File: config.mk
export PLATFORM = sky130hd
export DESIGN_NAME = pipe_stage_skid_reg_flat
export DESIGN_NICKNAME = d
export VERILOG_FILES = /design/src/rtl/pipe_stage_skid_reg_if.sv /design/src/rtl/pipe_stage_skid_reg.sv /design/src/flat_wrapper.sv
export SDC_FILE = /design/constraint.sdc
export NUM_CORES = 1
export LEC_CHECK = 0
export ABC_AREA = 1
export CAP_MARGIN = 40
export CORE_MARGIN = 2
export CORE_UTILIZATION = 47
export CTS_BUF_LIST = sky130_fd_sc_hd__clkbuf_4 sky130_fd_sc_hd__clkbuf_8
export CTS_CLUSTER_SIZE = 40
export DETAILED_ROUTE_END_ITERATION = 6
export GPL_TIMING_DRIVEN = 0
export HOLD_SLACK_MARGIN = 0.02
export PLACE_DENSITY_LB_ADDON = 0.25
export REMOVE_ABC_BUFFERS = 1
export SLEW_MARGIN = 20
export SYNTH_ARGS = -nofsm -noshare
export SYNTH_HDL_FRONTEND = slang
export SYNTH_SLANG_ARGS = --single-unit
File: constraint.sdc
create_clock -name clk -period 19 [get_ports clk]
set_clock_uncertainty 0.05 [all_clocks]
set_input_delay 5.7 -clock clk [delete_from_list [all_inputs] [get_ports clk]]
set_output_delay 5.7 -clock clk [all_outputs]
set_load 0.03 [all_outputs]
File: src/rtl/pipe_stage_skid_reg_if.sv
// Valid/ready stream bundle carrying a CTRL/DATA payload between pipeline stages.
// The master drives valid/ctrl/data; the slave drives ready.
interface pipe_stage_skid_reg_if #(
  parameter int unsigned CTRL_W = 8,
  parameter int unsigned DATA_W = 128
);
  logic              valid;
  logic              ready;
  logic [CTRL_W-1:0] ctrl;
  logic [DATA_W-1:0] data;

  modport master (output valid, output ctrl, output data, input  ready);
  modport slave  (input  valid, input  ctrl, input  data, output ready);
endinterface

File: src/rtl/pipe_stage_skid_reg.sv
// Inter-stage pipeline register with valid/ready handshake, flush and optional 2-entry skid.
// CTRL is zeroed whenever a slot holds no live beat; DATA is only cleared by reset.
module pipe_stage_skid_reg #(
  parameter int unsigned CTRL_W = 8,
  parameter int unsigned DATA_W = 128,
  parameter bit          SKID   = 1'b1
) (
  input  logic                  clk,
  input  logic                  rst,
  input  logic                  flush,
  pipe_stage_skid_reg_if.slave  up,
  pipe_stage_skid_reg_if.master dn,
  output logic [1:0]            occ
);

  logic              r_rdy;
  logic              r_main_v;
  logic [CTRL_W-1:0] r_main_ctrl;
  logic [DATA_W-1:0] r_main_data;
  logic              r_skid_v;
  logic [CTRL_W-1:0] r_skid_ctrl;
  logic [DATA_W-1:0] r_skid_data;

  logic              w_in_ready;
  logic              w_accept;
  logic              w_emit;
  logic              w_rdy_nx;
  logic              w_main_v_nx;
  logic [CTRL_W-1:0] w_main_ctrl_nx;
  logic [DATA_W-1:0] w_main_data_nx;
  logic              w_skid_v_nx;
  logic [CTRL_W-1:0] w_skid_ctrl_nx;
  logic [DATA_W-1:0] w_skid_data_nx;

  // r_rdy stays low through reset so nothing is accepted until the first clean edge.
  if (SKID) begin : g_skid
    assign w_in_ready = r_rdy;
  end else begin : g_single
    assign w_in_ready = r_rdy & (~r_main_v | dn.ready);
  end

  assign w_accept = up.valid & w_in_ready;
  assign w_emit   = r_main_v & dn.ready;

  always_comb begin
    w_main_v_nx    = r_main_v;
    w_main_ctrl_nx = r_main_ctrl;
    w_main_data_nx = r_main_data;
    w_skid_v_nx    = r_skid_v;
    w_skid_ctrl_nx = r_skid_ctrl;
    w_skid_data_nx = r_skid_data;
    if (flush) begin
      w_main_v_nx    = 1'b0;
      w_main_ctrl_nx = '0;
      w_skid_v_nx    = 1'b0;
      w_skid_ctrl_nx = '0;
    end else if (r_skid_v) begin
      if (w_emit) begin
        w_main_v_nx    = 1'b1;
        w_main_ctrl_nx = r_skid_ctrl;
        w_main_data_nx = r_skid_data;
        w_skid_v_nx    = 1'b0;
        w_skid_ctrl_nx = '0;
      end
    end else if (w_emit || !r_main_v) begin
      if (w_accept) begin
        w_main_v_nx    = 1'b1;
        w_main_ctrl_nx = up.ctrl;
        w_main_data_nx = up.data;
      end else if (w_emit) begin
        w_main_v_nx    = 1'b0;
        w_main_ctrl_nx = '0;
      end
    end else if (w_accept && SKID) begin
      // MAIN is stalled, so the beat parks behind it to keep FIFO order.
      w_skid_v_nx    = 1'b1;
      w_skid_ctrl_nx = up.ctrl;
      w_skid_data_nx = up.data;
    end
    w_rdy_nx = SKID ? ~w_skid_v_nx : 1'b1;
  end

  always_ff @(posedge clk or posedge rst) begin
    if (rst) begin
      r_rdy       <= 1'b0;
      r_main_v    <= 1'b0;
      r_main_ctrl <= '0;
      r_main_data <= '0;
      r_skid_v    <= 1'b0;
      r_skid_ctrl <= '0;
      r_skid_data <= '0;
    end else begin
      r_rdy       <= w_rdy_nx;
      r_main_v    <= w_main_v_nx;
      r_main_ctrl <= w_main_ctrl_nx;
      r_main_data <= w_main_data_nx;
      r_skid_v    <= w_skid_v_nx;
      r_skid_ctrl <= w_skid_ctrl_nx;
      r_skid_data <= w_skid_data_nx;
    end
  end

  assign up.ready = w_in_ready;
  assign dn.valid = r_main_v;
  assign dn.ctrl  = r_main_ctrl;
  assign dn.data  = r_main_data;
  assign occ      = {1'b0, r_main_v} + {1'b0, r_skid_v};

endmodule

File: src/flat_wrapper.sv
// flat-port wrapper written by rule: the top's interface ports become plain ports
module pipe_stage_skid_reg_flat 
#(
  parameter int unsigned CTRL_W = 8,
  parameter int unsigned DATA_W = 128,
  parameter bit          SKID   = 1'b1
)
  (clk, rst, flush, occ, up_valid, up_ctrl, up_data, up_ready, dn_valid, dn_ctrl, dn_data, dn_ready);
  pipe_stage_skid_reg_if #(.CTRL_W(CTRL_W), .DATA_W(DATA_W)) up_i ();
  pipe_stage_skid_reg_if #(.CTRL_W(CTRL_W), .DATA_W(DATA_W)) dn_i ();
  input  logic clk;
  input  logic rst;
  input  logic flush;
  output logic [1:0] occ;
  input wire logic [$bits(up_i.valid)-1:0] up_valid;
  input wire logic [$bits(up_i.ctrl)-1:0] up_ctrl;
  input wire logic [$bits(up_i.data)-1:0] up_data;
  output wire logic [$bits(up_i.ready)-1:0] up_ready;
  output wire logic [$bits(dn_i.valid)-1:0] dn_valid;
  output wire logic [$bits(dn_i.ctrl)-1:0] dn_ctrl;
  output wire logic [$bits(dn_i.data)-1:0] dn_data;
  input wire logic [$bits(dn_i.ready)-1:0] dn_ready;
  assign up_i.valid = up_valid;
  assign up_i.ctrl = up_ctrl;
  assign up_i.data = up_data;
  assign up_ready = up_i.ready;
  assign dn_valid = dn_i.valid;
  assign dn_ctrl = dn_i.ctrl;
  assign dn_data = dn_i.data;
  assign dn_i.ready = dn_ready;
  pipe_stage_skid_reg #(.CTRL_W(CTRL_W), .DATA_W(DATA_W), .SKID(SKID)) u_core (.clk(clk), .rst(rst), .flush(flush), .up(up_i), .dn(dn_i), .occ(occ));
endmodule
# Word level (Yosys, flattened, before mapping)
# Index checks and enable logic that the tools add are counted.
# totals
regBits,275
input_bits,141
out_inout_bits,140
word_cells,53
# op_classes
addsub,1
n_eq_ne,3
mux,25
bitwise,6
reduce_logical,11
# ops
operator,n
128-bit 2-to-1 mux,4
8-bit 2-to-1 mux,10
1-bit 2-to-1 mux,11
3-bit nonzero test,3
4-bit AND reduction,2
3-bit AND reduction,2
1-bit NOT,4
2-bit nonzero test,2
3-bit by 2-bit != test with 1-bit output (second input constant),1
3-bit != test (second input constant),1
1-bit by 1-bit adder with 2-bit output,1
1-bit bitwise AND,2
2-bit != test (second input constant),1
1-bit logical NOT,1
1-bit logical OR,1

# Depth between registers and ports, before layout
# logic_depth
depth_word,6
ltp_mapped,9
depth_no_buf,7

# Least setup slack after synthesis
# OpenSTA, ideal clock, no wires.
# synth_timing
path_type,in2reg
start,input flush
end,register u_core.r_skid_data[0]
setup_time_ps,121
arrival_time_ps,6656
required_ps,18829
setup_slack_ps,12173
path_stages,9
path_buffers,3
cell_sequence,buf_2 inv_2 nand2_1 nor2_2 nand2_2 buf_2 buf_6 nand2_1 o21ai_1
# synth_via
elab_chain_cells,2
# synth_rtl
item,line_no,text
from (decl),flat_wrapper.sv:13,input logic flush;
1-bit NOT (no source line),n/a,
4-bit AND reduction (no source line),n/a,
to (signal assigned),pipe_stage_skid_reg.sv:99,r_skid_data <= w_skid_data_nx;
to (decl),pipe_stage_skid_reg.sv:22,logic [DATA_W-1:0] r_skid_data;
# No other way between the ends.
# A chain may end at the register's enable or synchronous reset.

# Worst setup path after layout
# layout_timing
start,register u_core.r_skid_v
end,output occ[0]
# layout_via
elab_chain_cells,1
# layout_rtl
item,line_no,text
from (decl),pipe_stage_skid_reg.sv:20,logic r_skid_v;
from (signal assigned),pipe_stage_skid_reg.sv:97,r_skid_v <= w_skid_v_nx;
1-bit by 1-bit adder with 2-bit output,pipe_stage_skid_reg.sv:107,"assign occ = {1'b0, r_main_v} + {1'b0, r_skid_v};"
to (decl),flat_wrapper.sv:14,output logic [1:0] occ;
# No other way between the ends.

==> results.md <==
* Status: complete, no violations
* Starting Density at 0.482
* Antenna violations before repair at 0
* Worst Setup End Kind: output port
* Syn Area/Cell at between 8 and 9 sq um
* Layout cells sized above 1 at 0.0615
* Final wirelength at ~29 mm
* Combinational Power Share at 0.253
* Slew of the pin with the lowest slew margin at a little under 0.8 ns
* Post-DP Area at 15200 sq um
* Port Buffers at 280
* Post-DP HPWL at between 15 and 20 mm
* Layout area overhead at 32.8%
* Power per Cell Area at 111 nW/um^2
* Fill cell count at 2162
* Gpl congestion at between 0.7 and 0.8
* Min-Delay Path Depth at 2
* Register area share after synthesis at 0.564
* M3 GR Usage at 0.0569
* Clock Latency Late Sink at ~0.53 ns
* Mapped Area at 12200 sq um
* GRT met1 Usage at 0.285
* RSZ-0062 raised after global routing: no
* Diode count at 0
* Number of setup buffers added after CTS at 0
* CTS tree: yes
* Tmin final at around 8 ns
* Total track usage at 0.215
* Hold buffers post-CTS at 0
* Width of the die at between 150 and 200 um
* CTS Sinks at between 200 and 300
* Slew Viols, Final at 0
* Met2 Usage GRT at 0.355
* GR peak layer: met2
* Non-Filler Instances at 2134
* Internal power at 1.22 mW
* R2R depth at 7
* Critical Path AT at about 2.3 ns
* Die ar. at 27300 sq um
* Setup ws final at 11.00 ns
* Register Area at between 6000 and 7000 sq um
* Final hold vios at 0
* Switching pwr at around 570 uW
* Yosys warnings at 0
* Synthesized instance count at between 1500 and 2000
* CTS Buf Count at 46
* Antenna-violating nets left at 0
* Die Ht at roughly 170 um
* Maximum VDD drop at 66.8 uV
* Crit Path Class: register to output port
* Most common cell after layout, fill and taps aside: nand2_1
* Sequential share of power at 0.443
* Starting DRT DRC Count at 664
* Sw Share at 0.317
* Required time worst endpoint at approximately 13 ns
* Most frequent cells in the layout: nand2_1 (713), clkdlybuf4s50_1 (280), dfrtp_1 (274), o21ai_0 (137), inv_1 (136)
* CP Launch Type: register
* H-tree depth at 2
* Wire length per cell at ~14 um
* Resize count post-CTS at 0
* Clock transition at path regs at roughly 0.060 ns
* Setup Slack @ Placement at 10.71 ns
* Rows at 58
* Longest Clk Path Bufs at 3
* Number of global-route vias before repair at between 9000 and 10000
* Setup violators final at 0
* Count of cell types in the netlist at 20
* P_leak at roughly 8 nW
* Yosys reg bits at 275
* Final Util at 0.640
* Largest net degree at the start of global routing at ~130
* Min-Delay Path Class: register to register
* Slew margin rel. at 0.486
* Clock power frac at 0.304
* Footprint of the multi-input gates at about 4200 sq um
* # placed instances at 2052
* # IOs at ~280
* DR pass1 iterations at 5
* Max Freq at around 130 MHz
* MaxCap Viol Count at 0
* Setup TNS at 0 ns
* First-pass GRT wire length at around 48 mm
* Via count at ~10000
* Root buffer cell: clkbuf_8
* Design Area, Final at 16200 sq um
* CP max FO at 45
* Crit share post-route at 0.421
* Total grt overflow at 0
* Post-layout nets at between 1500 and 2000
* Placeable Area at ~25000 sq um
* Vias/cell at around 4.8
* Drt drc at 0
==> worst max-delay path, cell delays in order, from the launching register on <==
cell             delay (ns)
dfrtp_4                0.69
ha_1                   0.36
clkdlybuf4s50_1        0.66
==> through the flow <==
stage	power [mW]	hold slack, ns
2_1_floorplan	1.06	0.403
3_3_place_gp	1.25	0.403
3_5_place_dp	1.26	0.407
4_1_cts	1.81	0.422
5_1_grt	1.89	0.438
6_report	1.79	0.415
==> per-layer routing <==
| layer | vias to the layer above | wire length [um] | share of wire |
|---|---|---|---|
| met5 | - | 0 | 0 |
| met4 | 0 | 547 | 0.019 |
| met3 | 48 | 2020 | 0.069 |
| met2 | 245 | 13600 | 0.46 |
| met1 | 4754 | 13100 | 0.45 |
| li1 | 5184 | - | - |
==> cell type report <==
class	count	share of cell area
Clock buffer	74	0.0578
Inverter	140	0.0329
Timing Repair Buffer	294	0.195
Clock inverter	8	0.00263
Tap cell	330	0.0255
Sequential cell	275	0.425
Multi-Input combinational cell	1013	0.261
==> synthesized netlist by cell type <==
master    number  share of area
buf_1          1        0.00031
buf_2         30          0.012
buf_4         23          0.014
buf_6         19          0.018
clkbuf_1      14         0.0043
dfrtp_1      275           0.56
ha_1           1         0.0010
inv_1        137          0.042
inv_2          3        0.00092
nand2_1      714           0.22
nand2_2        2         0.0010
nand3_1        8         0.0033
nand3_2        1        0.00082
nand4_1       10         0.0051
nor2_1        14         0.0043
nor2_2         3         0.0015
nor3_1         1        0.00041
o21ai_0      137          0.056
o21ai_1      120          0.049
o21ai_2        2         0.0014
==> registers in the layout, summed over array words and instances (netlist names) <==
register            flops
u_core.r_skid_data    128
u_core.up.ready         1
u_core.r_skid_v         1
u_core.dn.valid         1
u_core.dn.data        128
u_core.dn.ctrl          8
u_core.r_skid_ctrl      8
==> path summary, 6_finish.rpt <==
kind                               startpoint                      to  slack, ns
min reg2reg                u_core.dn.data[75]      u_core.dn.data[75]       0.42
max                           u_core.r_skid_v                  occ[0]      11.00
max in group asynchronous                 rst         u_core.r_skid_v      12.24
max reg2reg                   u_core.r_skid_v  u_core.r_skid_data[69]      16.36
min in group asynchronous                 rst     u_core.dn.data[119]       5.49
min                        u_core.dn.data[75]      u_core.dn.data[75]       0.42
==> logic make-up (layout without fill, tap and decap cells) <==
| group | count (synthesis) | in the layout | share of synthesized area |
|---|---|---|---|
| and+or+nand+nor | 753 | 753 | 0.236 |
| DFF | 275 | 275 | 0.564 |
| AOI/OAI and AO/OA | 259 | 259 | 0.107 |
| buffers and inverters | 227 | 516 | 0.0917 |
| adders and majority gates | 1 | 1 | 0.00103 |
==> power by group through the flow <==
stage / clock network [mW] / logic [mW] / registers, mW
6_report: 0.544 / 0.453 / 0.794
5_1_grt: 0.583 / 0.499 / 0.811
4_1_cts: 0.558 / 0.460 / 0.794
3_5_place_dp: 0 / 0.459 / 0.802
3_3_place_gp: 0 / 0.448 / 0.802
2_1_floorplan: 0 / 0.153 / 0.903
Power figures use the tool's default switching activity.
